`config.mk`:
```
export PLATFORM = sky130hd
export DESIGN_NAME = pipe_ctrl_gen
export DESIGN_NICKNAME = d
export VERILOG_FILES = /design/src/rtl/pipe_ctrl_gen.sv
export SDC_FILE = /design/constraint.sdc
export NUM_CORES = 1
export LEC_CHECK = 0
export CAP_MARGIN = 0
export CORE_MARGIN = 2
export CORE_UTILIZATION = 45
export CTS_CLUSTER_SIZE = 14
export DETAILED_ROUTE_END_ITERATION = 16
export PLACE_DENSITY = 0.89
export SETUP_SLACK_MARGIN = 0.5
export SLEW_MARGIN = 20
export SYNTH_ARGS = -nofsm -noshare
export SYNTH_HDL_FRONTEND = slang
export SYNTH_SLANG_ARGS = --single-unit
```
`constraint.sdc`:
```
create_clock -name clk -period 3.2 [get_ports clk]
set_input_delay 0.48 -clock clk [delete_from_list [all_inputs] [get_ports clk]]
set_output_delay 0.48 -clock clk [all_outputs]
set_load 0.05 [all_outputs]
```
`src/rtl/pipe_ctrl_gen.sv`:
```
// Pipeline hazard/exception controller: priority stall mask, sequenced flush with
// redirect PC, saturating stall counter. Optional stall watchdog: PIPE_CTRL_STALL_WDT_EN.
module pipe_ctrl_gen #(
    parameter int              NSTAGE     = 6,
    parameter int              DW         = 32,
    parameter int              FLUSH_LEN  = 1,
    parameter logic [DW-1:0]   EXC_VECTOR = 32'hBFC0_0380,
    parameter logic [DW-1:0]   INT_VECTOR = 32'hBFC0_0380,
    parameter int              CNT_W      = 16,
    parameter int              WDT_LIMIT  = 1024
) (
    input  logic              clk,
    input  logic              rst,
    input  logic [NSTAGE-1:0] stallreq_i,
    input  logic [31:0]       excepttype_i,
    input  logic [DW-1:0]     cp0_epc_i,
    output logic [NSTAGE-1:0] stall_o,
    output logic              flush_o,
    output logic [DW-1:0]     new_pc_o,
    output logic              flush_busy_o,
`ifdef PIPE_CTRL_STALL_WDT_EN
    output logic              wdt_timeout_o,
`endif
    output logic [CNT_W-1:0]  stall_cnt_o
);

    localparam logic [0:0] RUN   = 1'b0;
    localparam logic [0:0] FLUSH = 1'b1;
    localparam logic [3:0] FLUSH_INIT = 4'(FLUSH_LEN - 1);

    logic [0:0]        state_q, state_d;
    logic [3:0]        fcnt_q, fcnt_d;
    logic [DW-1:0]     pc_q, pc_d;
    logic [CNT_W-1:0]  stall_cnt_q, stall_cnt_d;
    logic [NSTAGE-1:0] mask_s;
    logic              acc_s;
    logic              exc_s;
    logic [DW-1:0]     target_s;

    // Stage k stalling must also hold every upstream stage j < k.
    always_comb begin
        mask_s = '0;
        acc_s  = 1'b0;
        for (int k = NSTAGE - 1; k >= 0; k--) begin
            acc_s     = acc_s | stallreq_i[k];
            mask_s[k] = acc_s;
        end
    end

    // Redirect target decode
    always_comb begin
        exc_s = (excepttype_i != 32'h0000_0000);
        case (excepttype_i)
            32'h0000_000E: target_s = cp0_epc_i;
            32'h0000_0001: target_s = INT_VECTOR;
            default:       target_s = EXC_VECTOR;
        endcase
    end

    // Outputs and next state; outputs are forced low while reset is held.
    always_comb begin
        state_d      = state_q;
        fcnt_d       = fcnt_q;
        pc_d         = pc_q;
        stall_o      = '0;
        flush_o      = 1'b0;
        flush_busy_o = 1'b0;
        new_pc_o     = '0;
        if (!rst) begin
            state_d = RUN;
        end else begin
            case (state_q)
                RUN: begin
                    if (exc_s) begin
                        flush_o  = 1'b1;
                        new_pc_o = target_s;
                        pc_d     = target_s;
                        if (FLUSH_LEN > 1) begin
                            state_d = FLUSH;
                            fcnt_d  = FLUSH_INIT;
                        end else begin
                            state_d = RUN;
                        end
                    end else begin
                        stall_o = mask_s;
                    end
                end
                FLUSH: begin
                    flush_o      = 1'b1;
                    flush_busy_o = 1'b1;
                    new_pc_o     = pc_q;
                    if (fcnt_q <= 4'd1) begin
                        state_d = RUN;
                        fcnt_d  = 4'd0;
                    end else begin
                        fcnt_d  = fcnt_q - 4'd1;
                    end
                end
                default: begin
                    state_d = RUN;
                    fcnt_d  = 4'd0;
                end
            endcase
        end
    end

    // Saturating profile counter of stalled cycles
    always_comb begin
        if ((stall_o != '0) && (stall_cnt_q != '1)) begin
            stall_cnt_d = stall_cnt_q + 1'b1;
        end else begin
            stall_cnt_d = stall_cnt_q;
        end
    end

    // Controller state registers
    always_ff @(posedge clk or negedge rst) begin
        if (!rst) begin
            state_q     <= RUN;
            fcnt_q      <= 4'd0;
            pc_q        <= '0;
            stall_cnt_q <= '0;
        end else begin
            state_q     <= state_d;
            fcnt_q      <= fcnt_d;
            pc_q        <= pc_d;
            stall_cnt_q <= stall_cnt_d;
        end
    end

    assign stall_cnt_o = stall_cnt_q;

`ifdef PIPE_CTRL_STALL_WDT_EN
    localparam int WDT_W = $clog2(WDT_LIMIT + 1);

    logic [WDT_W-1:0] wdt_cnt_q, wdt_cnt_d;
    logic             wdt_q, wdt_d;
    logic             stalling_s;

    // Consecutive-stall run length; the timeout flag is sticky until reset.
    always_comb begin
        stalling_s = (stall_o != '0) && !flush_o;
        wdt_d      = wdt_q;
        if (stalling_s) begin
            if (int'(wdt_cnt_q) < WDT_LIMIT) begin
                wdt_cnt_d = wdt_cnt_q + 1'b1;
            end else begin
                wdt_cnt_d = wdt_cnt_q;
            end
            if (int'(wdt_cnt_q) + 1 >= WDT_LIMIT) begin
                wdt_d = 1'b1;
            end else begin
                wdt_d = wdt_q;
            end
        end else begin
            wdt_cnt_d = '0;
        end
    end

    // Watchdog registers
    always_ff @(posedge clk or negedge rst) begin
        if (!rst) begin
            wdt_cnt_q <= '0;
            wdt_q     <= 1'b0;
        end else begin
            wdt_cnt_q <= wdt_cnt_d;
            wdt_q     <= wdt_d;
        end
    end

    assign wdt_timeout_o = wdt_q;
`endif

endmodule
```
==> flow_metrics.py, run 1 <==
metrics = {
    "run": {
        "maxCapViolations": 0,
    },
    "critical_path": {
        "critical_path_required_ns": 2.72,
        "r2r_start": "stall_cnt_o[0]",
        "arrival_ns": 2.25,
        "r2r_end": "stall_cnt_o[1]",
        "crit_path_start_kind": "input pin",
        "critPathKind": "in -> out",
        "cp-end-kind": "output pin",
        "critical_path.max_fanout": 5,
        "rrSetupSlack_ns": 0.83,
        "reg2regPathDepth": 6,
    },
    "logic_synthesis": {
        "yosysMostFrequentCell": "dfrtp_1",
        "avgSynthCellArea_um2": 10.6,
        "syn-num-nets": 348,
        "ys_top_cells_by_count": "dfrtp_1 (53), a22o_1 (52), nor2_1 (19), nor3_1 (14), xnor2_1 (14)",
        "synth_edf_count": 0,
        "async_reset_ff_share_pct": 100,
        "synth_area_mm2": 0.00289,
        "synthFlopType": "dfrtp_1",
        "synth_cell_type_count": 43,
        "yosysTopAreaCell": "dfrtp_1",
        "ys_ff_latch": 53,
        "synth.top_cell.area_share_pct": 46.0,
        "ys_seq_area_share_pct": 46.0,
        "synthTopCellsByArea": "dfrtp_1 (46%), a22o_1 (16%), xnor2_1 (4.2%)",
        "yosysWarnings": 0,
        "synth_cells": 273,
    },
    "global_route": {
        "grt_pass1_wl_um": 15200,
        "grt_pass1_vias": 2937,
        "grt-ovfl-total": 0,
        "track_usage_pct": 26.7,
        "grt_max_degree": 35,
        "antenna_found_initial": 0,
    },
    "sta": {
        "min_period_ns": 2.73,
        "max_freq_mhz": 366,
        "final_hold_viol_count": 0,
        "timing.hold.ws_ns": 0.152,
        "rsz0062_at_grt": "true",
        "worstMarginPinSlew_ns": 0.705,
        "totalNegativeSetupSlack_ns": 0,
        "timing.final.max_slew_violations": 0,
        "slew_headroom_pct": 53.0,
        "finalClockSkew_ns": 0.00562,
        "finalSetupViolCount": 0,
        "fin_crit_sh_pct": 85.4,
    },
    "pwr": {
        "ir_drop_v": 0.000297,
        "p_per_area_mw_per_mm2": 253,
        "finalPower_mw": 1.26,
        "power.leakage_nw": 2.13,
    },
    "floorplanning": {
        "die-area_mm2": 0.00707,
        "core_region_area_mm2": 0.00628,
        "die_h_um": 84.1,
        "initial_core_util_pct": 46.0,
        "die_w_um": 84.1,
        "io_pins": 128,
        "rows": 29,
    },
    "detailed_routing": {
        "wl_met2_um": 4960,
        "wire_per_inst_um": 19.6,
        "vias": 2879,
        "drc": 0,
        "top_layer": "met4",
        "wl_um": 9520,
        "drtIter0Drc": 156,
        "routedLengthMet1_um": 3880,
        "vias_per_cell": 5.94,
        "antenna_left": 0,
        "wl_met3_um": 528,
        "drt_first_pass_iters": 4,
    },
    "place": {
        "io_buffers": 127,
        "globalplace.congestion": 0.791,
        "dp_hpwl_um": 6420,
    },
    "clock_tree": {
        "cts_sinks": 53,
        "clk_latency_ns": 0.31,
        "cts_buffers": 5,
        "cts_tree": "built",
        "h-tree-depth": 2,
        "clkTransAtPathRegs_ns": 0.10,
        "root_buffer": "clkbuf_8",
        "holdBufCountCts": 0,
        "cts_buffer_depth": 2,
    },
    "final_layout": {
        "multiInputGateArea_mm2": 0.00164,
        "seq_area_mm2": 0.00133,
        "syn_to_final_growth_pct": 72.7,
        "num-nets-final": 481,
        "nFillCells": 376,
        "final_layout_size_suffix_gt1_share_pct": 31.7,
    },
    "run_status": {
        "status": "completed",
    },
    "worst_hold_path": {
        "hold_class": "in -> async",
    },
}
-- cell usage in the layout (no fill, tap or decap), types with 2 or more instances in the layout --
master           instances
ha_1                     3
buf_4                   13
nor4_2                   5
nand2b_1                 2
clkdlybuf4s15_1          7
a22o_1                  36
buf_6                    4
a2bb2oi_1               12
nand2_1                 10
a22o_4                  16
a21oi_1                  2
clkdlybuf4s50_1         57
clkinv_2                 2
buf_2                   10
or4_4                    2
inv_1                    4
o21ai_0                 13
nor3_1                  13
and3_2                   2
buf_16                   2
nand4_1                  8
xnor2_1                 14
nor3_4                   2
nand3_2                  9
clkbuf_2                 5
buf_12                  40
nor2_1                  18
nand3_1                  5
clkbuf_8                 5
and3_1                   4
dlygate4sd2_1            6
dfrtp_1                 53
-- area by class of cell --
class,instances,share of cell area (%)
diodes,1,0.0502
clock inverters,2,0.201
flip-flops and latches,53,26.6
repair buffers,146,36.6
well taps,77,1.93
inverters,4,0.301
multi-input cells,196,32.8
clock buffers,6,1.46
-- state kept, by name (all words and copies together) (netlist names) --
signal / cells
fcnt_q: 4
pc_q: 32
stall_cnt_o: 16
state_q: 1
-- repair_timing --
| item | CTS | global route |
|---|---|---|
| resized for setup | 78 | 26 |
| endpoints found under the setup margin | 39 | 22 |
| setup buffers | 4 | 0 |
| endpoints found under the hold margin | 0 | 0 |
| cloned | 3 | 1 |
| pin swaps | 23 | 20 |
-- layer usage --
| layer | vias to the layer above | track usage, % |
|---|---|---|
| li1 | 1309 | - |
| met1 | 1456 | 34.8 |
| met2 | 97 | 44.4 |
| met3 | 17 | 5.93 |
| met4 | 0 | 8.21 |
| met5 | - | 0 |
-- worst max-delay path by stage --
stage	to	slack (ns)	startpoint
global route	new_pc_o[19]	0.39	excepttype_i[17]
floorplan	stall_o[0]	0.24	excepttype_i[13]
CTS	new_pc_o[4]	0.50	excepttype_i[24]
global placement	new_pc_o[13]	0.14	excepttype_i[9]
detailed placement	new_pc_o[12]	0.06	excepttype_i[13]
finish	new_pc_o[19]	0.47	excepttype_i[17]
-- through the flow --
| stage | std cells | util, % | setup WS (ns) | cell area, um^2 |
|---|---|---|---|---|
| final | 485 | 79.4 | 0.468 | 4980 |
| after global routing | 484 | 79.4 | 0.391 | 4980 |
| after CTS | 483 | 77.4 | 0.501 | 4860 |
| after detailed placement | 468 | 73.7 | 0.0640 | 4630 |
| after global placement | 468 | 73.7 | 0.140 | 4630 |
| after floorplan | 273 | - | 0.245 | 2890 |
-- report_power, final --
part,internal [mW],total (mW),switching [mW]
clock,0.152,0.371,0.219
sequential,0.669,0.669,0.000000000408
combinational,0.113,0.219,0.106
-- cells by family (layout without fill, tap and decap cells) --
logic type | after synthesis | in the layout | share of synthesized area, %
AND/OR/NAND/NOR | 91 | 91 | 19.3
AO/OA/AOI/OAI | 85 | 85 | 23.6
flip-flops | 53 | 53 | 46.0
buffers and inverters | 24 | 158 | 4.51
XOR/XNOR | 14 | 14 | 4.25
adder cells (fa/ha/maj) | 3 | 3 | 1.30
multiplexers | 3 | 3 | 1.13
other | 0 | 1 | 0
-- critical path, cell delays in order --
cell	delay, ns
buf_6	0.10
nor4_4	0.25
nand4_1	0.21
or2_4	0.32
nor3_4	0.28
buf_6	0.17
buf_12	0.12
a22o_1	0.18
buf_12	0.14
Note: power is estimated with default switching activity, not from simulation.
==> run 2: changes to the inputs <==
Settings changed: REMOVE_ABC_BUFFERS from default to 1.
==> run 2 against run 1 <==
  * Worst setup slack gained 0.0048 ns
  * Non-clock buffer count grew 2
  * Flip-flop and latch count is the same
  * Count of clock-buffer cells in the layout shrank 1
  * Largest cell class unchanged
  * Fmax grew 0.18%
  * Wire length grew 9.3%
  * Total power grew 2.9%
  * Combinational power grew 3%
  * Critical path type unchanged
  * Via count grew 2.7%
  * Sequential share of layout area shrank 0.44 points
==> flow_metrics.py, run 2 (synthesis gave the netlist of run 1 again) <==
metrics = {
    "run_status": {
        "status": "completed",
    },
    "clock_tree": {
        "clk_latency_ns": 0.32,
        "holdBufCountCts": 0,
        "cts_buffers": 5,
        "cts_tree": "built",
        "root_buffer": "clkbuf_8",
        "cts_buffer_depth": 2,
        "clkTransAtPathRegs_ns": 0.11,
        "h-tree-depth": 2,
        "cts_sinks": 53,
    },
    "pwr": {
        "finalPower_mw": 1.30,
        "power.leakage_nw": 2.16,
        "p_per_area_mw_per_mm2": 256,
        "ir_drop_v": 0.000208,
    },
    "detailed_routing": {
        "drt_first_pass_iters": 4,
        "vias": 2957,
        "vias_per_cell": 6.08,
        "wl_um": 10400,
        "drc": 0,
        "drtIter0Drc": 193,
        "antenna_left": 0,
        "wire_per_inst_um": 21.4,
    },
    "floorplanning": {
        "die_w_um": 84.1,
        "io_pins": 128,
        "initial_core_util_pct": 46.0,
        "die-area_mm2": 0.00707,
        "core_region_area_mm2": 0.00628,
        "die_h_um": 84.1,
        "rows": 29,
    },
    "sta": {
        "slew_headroom_pct": 26.6,
        "max_freq_mhz": 367,
        "timing.final.max_slew_violations": 0,
        "rsz0062_at_grt": "true",
        "finalSetupViolCount": 0,
        "final_hold_viol_count": 0,
        "worstMarginPinSlew_ns": 1.10,
        "min_period_ns": 2.73,
        "setup_slack_ns": 0.473,
        "finalClockSkew_ns": 0.0176,
        "fin_crit_sh_pct": 85.2,
    },
    "run": {
        "maxCapViolations": 0,
    },
    "critical_path": {
        "critical_path.max_fanout": 5,
        "critical_path_required_ns": 2.72,
        "crit_path_start_kind": "input pin",
        "cp-end-kind": "output pin",
        "slowest_delay_ns": 0.30,
        "slowest_stage": "nor4_2",
        "critPathKind": "in -> out",
        "arrival_ns": 2.25,
        "crit_chain": "buf_2 > nor4_2 > nand4_1 > or2_4 > nor3_4 > buf_6 > buf_16 > a22o_1 > buf_12",
    },
    "final_layout": {
        "num-nets-final": 483,
        "post-route-util_pct": 80.7,
        "regMostFlops": "pc_q",
        "mostFrequentLayoutCell": "clkdlybuf4s50_1",
        "nFillCells": 360,
        "seq_area_mm2": 0.00133,
        "diodes": 0,
        "final_layout_size_suffix_gt1_share_pct": 34.5,
        "largest_reg_flops": 32,
        "syn_to_final_growth_pct": 75.6,
        "multiInputGateArea_mm2": 0.00167,
        "final_cell_mix": "clkdlybuf4s50_1 (57), dfrtp_1 (53), buf_12 (42)",
        "finalInstanceArea_mm2": 0.00507,
    },
    "global_route": {
        "track_usage_pct": 27.2,
        "grt_pass1_wl_um": 15500,
        "grt_pass1_vias": 3060,
        "grt_max_degree": 46,
        "grt-ovfl-total": 0,
        "antenna_found_initial": 0,
    },
    "worst_hold_path": {
        "hold_class": "in -> async",
    },
    "place": {
        "globalplace.congestion": 0.847,
        "dp_hpwl_um": 6130,
        "placed_area_mm2": 0.00460,
        "io_buffers": 127,
        "post-place-ws_ns": 0.0326,
    },
}
run 2: timing repair:
| action | 4_1_cts | 5_1_grt |
|---|---|---|
| setup endpoints to repair | 39 | 37 |
| pin swaps | 17 | 26 |
| setup buffers | 4 | 4 |
| gates cloned | 3 | 2 |
| resized for setup | 80 | 40 |
run 2: path summary, 6_finish.rpt:
| kind | from | cells after the start | end | slack (ns) |
|---|---|---|---|---|
| max | excepttype_i[22] | 9 | new_pc_o[19] | 0.47 |
| min | rst | 1 | pc_q[31] | 0.02 |
| max reg2reg | stall_cnt_o[0] | 6 | stall_cnt_o[1] | 0.84 |
| min reg2reg | stall_cnt_o[13] | 1 | stall_cnt_o[13] | 0.51 |
| max in group asynchronous | rst | 2 | pc_q[1] | 2.32 |
| min in group clk | stall_cnt_o[13] | 1 | stall_cnt_o[13] | 0.51 |
run 2: metal layers:
metal | track usage (%) | share of wire, %
met4 | 9.53 | 2.0
met1 | 33.0 | 37
met2 | 47.3 | 54
met5 | 0 | 0
met3 | 6.23 | 6.8
run 2: area by class of cell:
type,instances,share of cell area [%]
timing repair buffer,148,36.9
multi-input combinational,196,32.9
sequential,53,26.2
tap,77,1.90
clock buffer,5,1.36
clock inverter,3,0.494
inverter,4,0.296
run 2: worst max-delay path, delay by kind of cell:
kind            cells  cell delay, ns
simple gates        4            1.03
buf+inv             4            0.55
compound gates      1            0.19
run 2: power breakdown:
part	leakage (nW)	switching [mW]	internal, mW
registers	0.668	0.000000000439	0.669
clock network	0.0447	0.244	0.159
logic	1.44	0.112	0.113
run 2: stage by stage:
step / instances / setup TNS, ns / hold slack (ns)
after CTS: 480 / 0 / 0.0246
after global placement: 465 / 0 / 0.373
after detailed placement: 465 / 0 / 0.374
after global routing: 486 / 0 / 0.0220
after floorplan: 253 / -11.31 / 0.184
final: 486 / 0 / 0.0181
